**config.mk**
```make
export PLATFORM = sky130hd
export DESIGN_NAME = fetch_stage_flat
export DESIGN_NICKNAME = d
export VERILOG_FILES = /design/src/rtl/fetch_stage_if.sv /design/src/rtl/fetch_stage.sv /design/src/flat_wrapper.sv
export SDC_FILE = /design/constraint.sdc
export NUM_CORES = 1
export LEC_CHECK = 0
export BUFFER_PORTS_ARGS = -buffer_cell sky130_fd_sc_hd__buf_2
export CAP_MARGIN = 15
export CELL_PAD_IN_SITES_DETAIL_PLACEMENT = 2
export CELL_PAD_IN_SITES_GLOBAL_PLACEMENT = 2
export CORE_MARGIN = 2
export CORE_UTILIZATION = 33
export CTS_CLUSTER_SIZE = 14
export DETAILED_ROUTE_END_ITERATION = 16
export GPL_ROUTABILITY_DRIVEN = 0
export HOLD_SLACK_MARGIN = 0.12
export MAX_ROUTING_LAYER = met4
export PLACE_DENSITY_LB_ADDON = 0.1
export SLEW_MARGIN = 30
export SYNTH_ARGS = -nofsm -noshare
export SYNTH_HDL_FRONTEND = slang
export SYNTH_SLANG_ARGS = --single-unit
```
**constraint.sdc**
```tcl
create_clock -name CLK -period 5.3 [get_ports CLK]
set_input_delay 1.06 -clock CLK [delete_from_list [all_inputs] [get_ports CLK]]
set_output_delay 1.06 -clock CLK [all_outputs]
set_load 0.02 [all_outputs]
```
**src/rtl/fetch_stage_if.sv**
```systemverilog
// Fetch-stage bundle: icache request/response, PC handshake, hazard controls
// and the IF/ID pipeline register outputs.
interface fetch_stage_if;
  logic [31:0] imemaddr;
  logic        iREN;
  logic [31:0] iaddr;
  logic        ihit;
  logic [31:0] imemload;
  logic        stall;
  logic        flush;
  logic        pc_adv;
  logic [31:0] instr_o;
  logic [31:0] pc_o;
  logic [31:0] npc_o;
  logic        valid_o;
  logic        halted;

  modport master (
    input  imemaddr, ihit, imemload, stall, flush,
    output iREN, iaddr, pc_adv, instr_o, pc_o, npc_o, valid_o, halted
  );

  modport slave (
    output imemaddr, ihit, imemload, stall, flush,
    input  iREN, iaddr, pc_adv, instr_o, pc_o, npc_o, valid_o, halted
  );
endinterface

```
**src/rtl/fetch_stage.sv**
```systemverilog
// Instruction fetch stage: drives the icache, feeds IF/ID through a one-entry
// skid buffer while the hazard unit stalls, and stops on the HALT opcode.
module fetch_stage (
  input logic           CLK,
  input logic           RST,
  fetch_stage_if.master fif
);
  typedef enum logic [1:0] {
    FETCH  = 2'd0,
    SKID   = 2'd1,
    HALTED = 2'd2
  } state_t;

  localparam logic [5:0] HALT_OP = 6'b111111;

  state_t      state_r;
  logic [31:0] instr_r;
  logic [31:0] pc_r;
  logic [31:0] npc_r;
  logic        valid_r;
  logic        halted_r;
  logic [31:0] skid_instr_r;
  logic [31:0] skid_pc_r;
  logic [31:0] skid_npc_r;
  logic [31:0] fetch_npc_s;

  function automatic logic is_halt(input logic [31:0] instr);
    return (instr[31:26] == HALT_OP);
  endfunction

  assign fetch_npc_s = fif.imemaddr + 32'd4;

  // The icache is only asked for a word while the skid has room and we are not halted.
  assign fif.iaddr   = fif.imemaddr;
  assign fif.iREN    = (state_r == FETCH);
  assign fif.pc_adv  = (state_r == FETCH) & fif.ihit;
  assign fif.instr_o = instr_r;
  assign fif.pc_o    = pc_r;
  assign fif.npc_o   = npc_r;
  assign fif.valid_o = valid_r;
  assign fif.halted  = halted_r;

  // Fetch state machine, IF/ID register and skid buffer.
  always_ff @(posedge CLK) begin
    if (RST) begin
      state_r      <= FETCH;
      instr_r      <= 32'd0;
      pc_r         <= 32'd0;
      npc_r        <= 32'd0;
      valid_r      <= 1'b0;
      halted_r     <= 1'b0;
      skid_instr_r <= 32'd0;
      skid_pc_r    <= 32'd0;
      skid_npc_r   <= 32'd0;
    end else if (fif.flush) begin
      state_r      <= FETCH;
      valid_r      <= 1'b0;
      halted_r     <= 1'b0;
      skid_instr_r <= 32'd0;
      skid_pc_r    <= 32'd0;
      skid_npc_r   <= 32'd0;
    end else begin
      case (state_r)
        FETCH: begin
          if (fif.ihit) begin
            if (fif.stall) begin
              skid_instr_r <= fif.imemload;
              skid_pc_r    <= fif.imemaddr;
              skid_npc_r   <= fetch_npc_s;
              state_r      <= SKID;
            end else begin
              instr_r <= fif.imemload;
              pc_r    <= fif.imemaddr;
              npc_r   <= fetch_npc_s;
              valid_r <= 1'b1;
              if (is_halt(fif.imemload)) begin
                state_r  <= HALTED;
                halted_r <= 1'b1;
              end else begin
                state_r <= FETCH;
              end
            end
          end else if (!fif.stall) begin
            valid_r <= 1'b0;
          end else begin
            valid_r <= valid_r;
          end
        end
        SKID: begin
          // A HALT parked in the skid only takes effect once it reaches IF/ID.
          if (!fif.stall) begin
            instr_r      <= skid_instr_r;
            pc_r         <= skid_pc_r;
            npc_r        <= skid_npc_r;
            valid_r      <= 1'b1;
            skid_instr_r <= 32'd0;
            skid_pc_r    <= 32'd0;
            skid_npc_r   <= 32'd0;
            if (is_halt(skid_instr_r)) begin
              state_r  <= HALTED;
              halted_r <= 1'b1;
            end else begin
              state_r <= FETCH;
            end
          end else begin
            state_r <= SKID;
          end
        end
        HALTED: begin
          state_r <= HALTED;
        end
        default: begin
          state_r  <= FETCH;
          valid_r  <= 1'b0;
          halted_r <= 1'b0;
        end
      endcase
    end
  end
endmodule
```
**src/flat_wrapper.sv**
```systemverilog
// flat-port wrapper written by rule: the top's interface ports become plain ports
module fetch_stage_flat 
  (CLK, RST, fif_imemaddr, fif_ihit, fif_imemload, fif_stall, fif_flush, fif_iREN, fif_iaddr, fif_pc_adv, fif_instr_o, fif_pc_o, fif_npc_o, fif_valid_o, fif_halted);
  fetch_stage_if fif_i ();
  input logic CLK;
  input logic RST;
  input wire logic [$bits(fif_i.imemaddr)-1:0] fif_imemaddr;
  input wire logic [$bits(fif_i.ihit)-1:0] fif_ihit;
  input wire logic [$bits(fif_i.imemload)-1:0] fif_imemload;
  input wire logic [$bits(fif_i.stall)-1:0] fif_stall;
  input wire logic [$bits(fif_i.flush)-1:0] fif_flush;
  output wire logic [$bits(fif_i.iREN)-1:0] fif_iREN;
  output wire logic [$bits(fif_i.iaddr)-1:0] fif_iaddr;
  output wire logic [$bits(fif_i.pc_adv)-1:0] fif_pc_adv;
  output wire logic [$bits(fif_i.instr_o)-1:0] fif_instr_o;
  output wire logic [$bits(fif_i.pc_o)-1:0] fif_pc_o;
  output wire logic [$bits(fif_i.npc_o)-1:0] fif_npc_o;
  output wire logic [$bits(fif_i.valid_o)-1:0] fif_valid_o;
  output wire logic [$bits(fif_i.halted)-1:0] fif_halted;
  assign fif_i.imemaddr = fif_imemaddr;
  assign fif_i.ihit = fif_ihit;
  assign fif_i.imemload = fif_imemload;
  assign fif_i.stall = fif_stall;
  assign fif_i.flush = fif_flush;
  assign fif_iREN = fif_i.iREN;
  assign fif_iaddr = fif_i.iaddr;
  assign fif_pc_adv = fif_i.pc_adv;
  assign fif_instr_o = fif_i.instr_o;
  assign fif_pc_o = fif_i.pc_o;
  assign fif_npc_o = fif_i.npc_o;
  assign fif_valid_o = fif_i.valid_o;
  assign fif_halted = fif_i.halted;
  fetch_stage u_core (.CLK(CLK), .RST(RST), .fif(fif_i));
endmodule
```
==> results.json, run 1 <==
{
  "status": "completed",
  "met3_length_um": 1159,
  "routed.top_layer": "met4",
  "whs_endpoint": "u_core.fif.npc_o[2]$_SDFFE_PP0P_",
  "htreeDepth": 4,
  "avgSynthCellArea_um2": 7.876,
  "cts.hold.buffers_added": 0,
  "cp_slowest_stage_delay_ps": 780,
  "worstSetupPathType": "reg2reg",
  "clkTransAtPathRegs_ps": 70,
  "cts-resized-gates": 0,
  "core_region_area_um2": 24890,
  "slowest_stage": "nand3_1",
  "p_per_area_nw_per_um2": 338.4,
  "syn_inst": 1053,
  "hold_viol_final": 0,
  "detail-route-antenna-nets": 0,
  "ys_top_cells_by_area": "dfxtp_1 (46%), nand2_1 (9.0%), nor2_1 (7.4%)",
  "rows": 58,
  "ys.flop_type": "dfxtp_1",
  "tightest_slew_ps": 933.4,
  "wl_per_cell_um": 19.04,
  "cts.sink_count": 192,
  "drc_errors": 0,
  "antenna_found_initial": 0,
  "cts_tree": "yes",
  "drt_iter0_drc": 308,
  "cts.path.max_buffers": 2,
  "nNetsFinal": 1234,
  "crit_arrival_ps": 3090,
  "clockRootBuffer": "clkbuf_16",
  "insertion_delay_ps": 440,
  "r2r_slack_ps": 2550,
  "max-cap-violations": 0,
  "num_vias": 7878,
  "post-route-period-util_pct": 51.96,
  "r2r_start": "u_core.state_r[1]$_SDFFE_PP0N_",
  "port_buffers": 200,
  "async_flop_share_pct": 0,
  "crit_start": "u_core.state_r[1]$_SDFFE_PP0N_",
  "synth_nets": 1123,
  "report.final.setup_viol": 0,
  "max-vdd-ir-drop_v": 0.0001583,
  "drive_gt1_share_pct": 21.77,
  "slew_headroom_pct": 37.64,
  "synth_area_um2": 8293,
  "avgViaCountPerCell": 5.231,
  "grt_pass1_wl_um": 45960,
  "critPathCaptureType": "register",
  "drv_slew": 0,
  "route.met2.wl_um": 14300,
  "fin_skew_ps": 16.01,
  "synth-compound-area-share_pct": 17.80,
  "r2r_end": "u_core.fif.npc_o[28]$_SDFFE_PP0P_",
  "n_antenna_cell": 0,
  "synth_top_area_share_pct": 46.35,
  "cellLeakagePower_uw": 0.003934,
  "start_util_pct": 33.32,
  "drtPass1Iterations": 4,
  "routed_wl_um": 28670,
  "setup_total_negative_slack_ps": 0,
  "synthAdderAreaFrac_pct": 0.1509,
  "grtUsageTotal_pct": 22.55,
  "grt_max_degree": 162,
  "start_kind": "register",
  "timing.final.crit_period_ps": 2754,
  "total_power_uw": 3344,
  "required_ps": 5630,
  "synth-edff-count": 0,
  "rsz0062_at_grt": "false",
  "hpwl_um": 18390,
  "synthXorXnorAreaFrac_pct": 2.852,
  "synth-seq-cells": 192,
  "critPathMaxFanout": 49,
  "synth-seq-area-share_pct": 46.35,
  "pin_count": 201,
  "hold_path_class": "reg2reg",
  "path_cells": "nand2b_4, nand3_1, o22ai_1",
  "area_growth_pct": 19.16,
  "synth.largest_area_cell": "dfxtp_1",
  "hold_path_depth": 2,
  "chipHeight_um": 162.5,
  "yosys-mux-area-fraction_pct": 0,
  "r2r_cells": 3,
  "cts_setup_buffers": 0,
  "die-area_um2": 26410,
  "yosys.area_share.simple_pct": 25.18,
  "synth_top_family_by_area": "simple AND/OR/NAND/NOR gates",
  "fmax_mhz": 363.1,
  "synth.distinct_cells": 46,
  "hp-start": "u_core.fif.npc_o[2]$_SDFFE_PP0P_",
  "cts_buffers": 17,
  "ys_warn_count": 0,
  "grt-ovfl-total": 0,
  "first_global_vias": 8299,
  "wl_met1_um": 12950,
  "die_w_um": 162.5
}
==> layout by cell type, fill, tap and decap left out, drive strengths merged, types with 18 or more instances in the layout <==
master,count
a21oi,96
a311oi,66
buf,212
clkbuf,20
dfxtp,192
nand2,199
nand3,48
nor2,165
o21ai,21
xor2,18
==> layer usage <==
layer,track usage (%),vias up
met4,4.264,0
met1,27.48,3891
met2,39.48,145
met3,3.922,15
li1,-,3827
met5,-,-
==> cells by family after synthesis <==
group,count (synthesis)
AOI/OAI and AO/OA,225
xor gates and xnor gates,27
adders and majority gates,1
buffers and inverters,126
DFF,192
and+or+nand+nor,482
==> power breakdown <==
group          switching [uW]  total (uW)  internal, uW
sequential               29.1        1530          1500
combinational             287         414           127
clock                     597        1400           807
total                     913        3340          2430
==> critical path, delay by kind of cell (launching register included) <==
kind             cells  cell delay (ps)
AO/OA/AOI/OAI        1              460
AND/OR/NAND/NOR      2             1430
flip-flops           1              740
==> final cells by class <==
class | count | area [um2]
timing repair buffer | 212 | 1126
tap | 330 | 412.9
clock inverter | 11 | 178.9
clock buffer | 20 | 446.7
inverter | 6 | 22.52
sequential | 192 | 3844
multi-input combinational | 735 | 3851
fill | 2912 | 15010
==> through the flow <==
step	setup WS (ps)	instance area (um2)	cells	hold WS [ps]	utilization [%]
floorplan	2869	8293	1053	416.8	-
global placement	1792	9216	1473	426.0	37.03
detailed placement	2184	9229	1474	441.5	37.08
CTS	2533	9854	1505	456.4	39.59
global route	2323	9882	1506	486.2	39.70
finish	2546	9882	1506	451.5	39.70
==> cells in the mapped netlist (8+ instances only) <==
| library cell | instances |
|---|---|
| a311oi_1 | 66 |
| xnor2_1 | 9 |
| nand3_1 | 48 |
| buf_2 | 28 |
| and3_1 | 12 |
| o21ai_0 | 20 |
| buf_4 | 34 |
| a211oi_1 | 8 |
| a21oi_1 | 94 |
| nor2_1 | 163 |
| clkbuf_1 | 56 |
| nand4_1 | 15 |
| nand2_1 | 199 |
| xor2_1 | 18 |
| dfxtp_1 | 192 |
| o22ai_1 | 12 |
| nor3_1 | 10 |
==> flip-flops by register name (all words and copies together) (netlist names) <==
signal	cells
u_core.fif.halted	1
u_core.fif.instr_o	32
u_core.fif.npc_o	30
u_core.fif.pc_o	32
u_core.fif.valid_o	1
u_core.skid_instr_r	32
u_core.skid_npc_r	32
u_core.skid_pc_r	30
u_core.state_r	2
==> worst max-delay path by stage <==
| stage | endpoint | depth (start not counted) | slack (ps) |
|---|---|---|---|
| 6_report | u_core.fif.npc_o[28]$_SDFFE_PP0P_ | 3 | 2550 |
| 5_1_grt | u_core.fif.npc_o[14]$_SDFFE_PP0P_ | 3 | 2320 |
| 4_1_cts | u_core.skid_instr_r[28]$_SDFFE_PP0P_ | 6 | 2530 |
| 3_5_place_dp | u_core.skid_pc_r[23]$_SDFFE_PP0P_ | 7 | 2180 |
| 3_3_place_gp | u_core.skid_npc_r[26]$_SDFFE_PP0P_ | 6 | 1790 |
| 2_1_floorplan | u_core.skid_npc_r[17]$_SDFFE_PP0P_ | 6 | 2870 |
No activity file was read; power rests on OpenSTA's default activity.
==> run 2, diff against run 1 <==
--- a/config.mk
+++ b/config.mk
@@ -10,7 +10,7 @@
 export CELL_PAD_IN_SITES_DETAIL_PLACEMENT = 2
 export CELL_PAD_IN_SITES_GLOBAL_PLACEMENT = 2
 export CORE_MARGIN = 2
-export CORE_UTILIZATION = 33
+export CORE_UTILIZATION = 30
 export CTS_CLUSTER_SIZE = 14
 export DETAILED_ROUTE_END_ITERATION = 16
 export GPL_ROUTABILITY_DRIVEN = 0
==> constraint.sdc (replaced) <==
create_clock -name CLK -period 2.65 [get_ports CLK]
set_input_delay 0.53 -clock CLK [delete_from_list [all_inputs] [get_ports CLK]]
set_output_delay 0.53 -clock CLK [all_outputs]
set_load 0.02 [all_outputs]
==> results.json, run 2 (synthesized netlist as in run 1, its figures left out) <==
{
  "status": "completed",
  "routed_wl_um": 29510,
  "drtPass1Iterations": 4,
  "report.final.setup_viol": 0,
  "start_kind": "register",
  "area_growth_pct": 21.12,
  "wl_per_cell_um": 19.19,
  "grt_max_degree": 77,
  "fin_skew_ps": 12.93,
  "die-area_um2": 28990,
  "drc_errors": 0,
  "core_region_area_um2": 27030,
  "tightest_slew_ps": 660.1,
  "grt_pass1_wl_um": 46950,
  "avgViaCountPerCell": 5.199,
  "slew_headroom_pct": 55.70,
  "post-route-period-util_pct": 80.51,
  "cellLeakagePower_uw": 0.004042,
  "met1_usage_pct": 25.94,
  "clockRootBuffer": "clkbuf_16",
  "crit_arrival_ps": 1600,
  "grt-ovfl-total": 0,
  "hpwl_um": 20010,
  "cp_slowest_stage_delay_ps": 540,
  "path_cells": "buf_4, nor2_1, and2_1, buf_2",
  "timing.final.crit_period_ps": 2134,
  "antenna_found_initial": 1,
  "cts_tree": "yes",
  "critPathBufInv": 2,
  "cts_setup_buffers": 0,
  "busiest_layer": "met2",
  "nNetsFinal": 1254,
  "insertion_delay_ps": 440,
  "cts-resized-gates": 0,
  "layout_common_cells": "nand2_1 (199), buf_2 (199), dfxtp_1 (192)",
  "grt_util_met2_pct": 36.90,
  "cts.path.max_buffers": 2,
  "met3_usage_pct": 3.907,
  "whs_ps": 349.3,
  "total_power_uw": 6457,
  "die_w_um": 170.3,
  "required_ps": 2120,
  "max-vdd-ir-drop_v": 0.0003062,
  "clkTransAtPathRegs_ps": 80,
  "fmax_mhz": 468.7,
  "rows": 60,
  "start_util_pct": 30.69,
  "grtUsageTotal_pct": 21.33,
  "first_global_vias": 8565,
  "critPathMaxFanout": 9,
  "critPathCaptureType": "output pin",
  "max-cap-violations": 0,
  "setup_total_negative_slack_ps": 0,
  "p_per_area_nw_per_um2": 642.9,
  "multiInputGateArea_um2": 3846,
  "hold_path_class": "in2reg",
  "drive_gt1_share_pct": 23.16,
  "hold_viol_final": 0,
  "crit_family": "flip-flops",
  "worstSetupPathType": "reg2out",
  "pin_count": 201,
  "port_buffers": 200,
  "rsz0062_at_grt": "false",
  "drt_iter0_drc": 301,
  "num_vias": 7996,
  "chipHeight_um": 170.3,
  "slowest_stage": "dfxtp_1",
  "cts.hold.buffers_added": 0,
  "fill_cells": 3200,
  "detail-route-antenna-nets": 0,
  "drv_slew": 0,
  "cts.sink_count": 192,
  "seqCellArea_um2": 3844,
  "htreeDepth": 4,
  "cts_buffers": 17
}
-- run 2: path summary, 6_finish.rpt --
path / from / endpoint / slack (ps) / cells after the start
setup / recovery: u_core.state_r[1]$_SDFFE_PP0N_ / fif_pc_adv / 520 / 4
setup reg to reg: u_core.state_r[0]$_SDFFE_PP0N_ / u_core.fif.npc_o[19]$_SDFFE_PP0P_ / 580 / 6
hold reg to reg: u_core.skid_npc_r[15]$_SDFFE_PP0P_ / u_core.skid_npc_r[15]$_SDFFE_PP0P_ / 450 / 2
hold / removal: fif_imemload[22] / u_core.skid_instr_r[22]$_SDFFE_PP0P_ / 350 / 3
-- run 2: area by class of cell --
| cell class | instances | share of cell area [%] |
|---|---|---|
| Sequential cell | 192 | 38.27 |
| Tap cell | 341 | 4.248 |
| Multi-Input combinational cell | 735 | 38.29 |
| Clock buffer | 18 | 4.372 |
| Inverter | 6 | 0.2242 |
| Clock inverter | 13 | 1.196 |
| Antenna cell | 1 | 0.02491 |
| Timing Repair Buffer | 232 | 13.38 |
-- run 2: stage by stage --
step	util, %	setup slack [ps]	std cells	instance area [um2]
after floorplan	-	749.4	1053	8293
after global placement	35.09	388.2	1506	9483
after detailed placement	35.09	314.8	1506	9483
after CTS	37.16	484.0	1537	10040
after global routing	37.17	393.6	1538	10040
final	37.17	516.4	1538	10040
-- run 2: worst reg2reg max path: cells and delay by family (launching register included) --
family                 cells  cell delay (ps)
AOI/OAI and AO/OA          2              170
DFF                        1              570
buffers and inverters      1              270
and+or+nand+nor            3              900
-- run 2: report_power, final --
part / internal (uW) / total (uW) / leakage, uW / switching, uW
logic: 275 / 858 / 0.00220 / 583
clock network: 1270 / 2550 / 0.000279 / 1280
registers: 2990 / 3050 / 0.00156 / 60.0
total: 4530 / 6460 / 0.00404 / 1920
-- run 2: routing by layer --
layer	vias up	wire (um)
li1	3881	-
met1	3959	13620
met2	146	14670
met3	10	1067
met4	0	161
met5	-	0
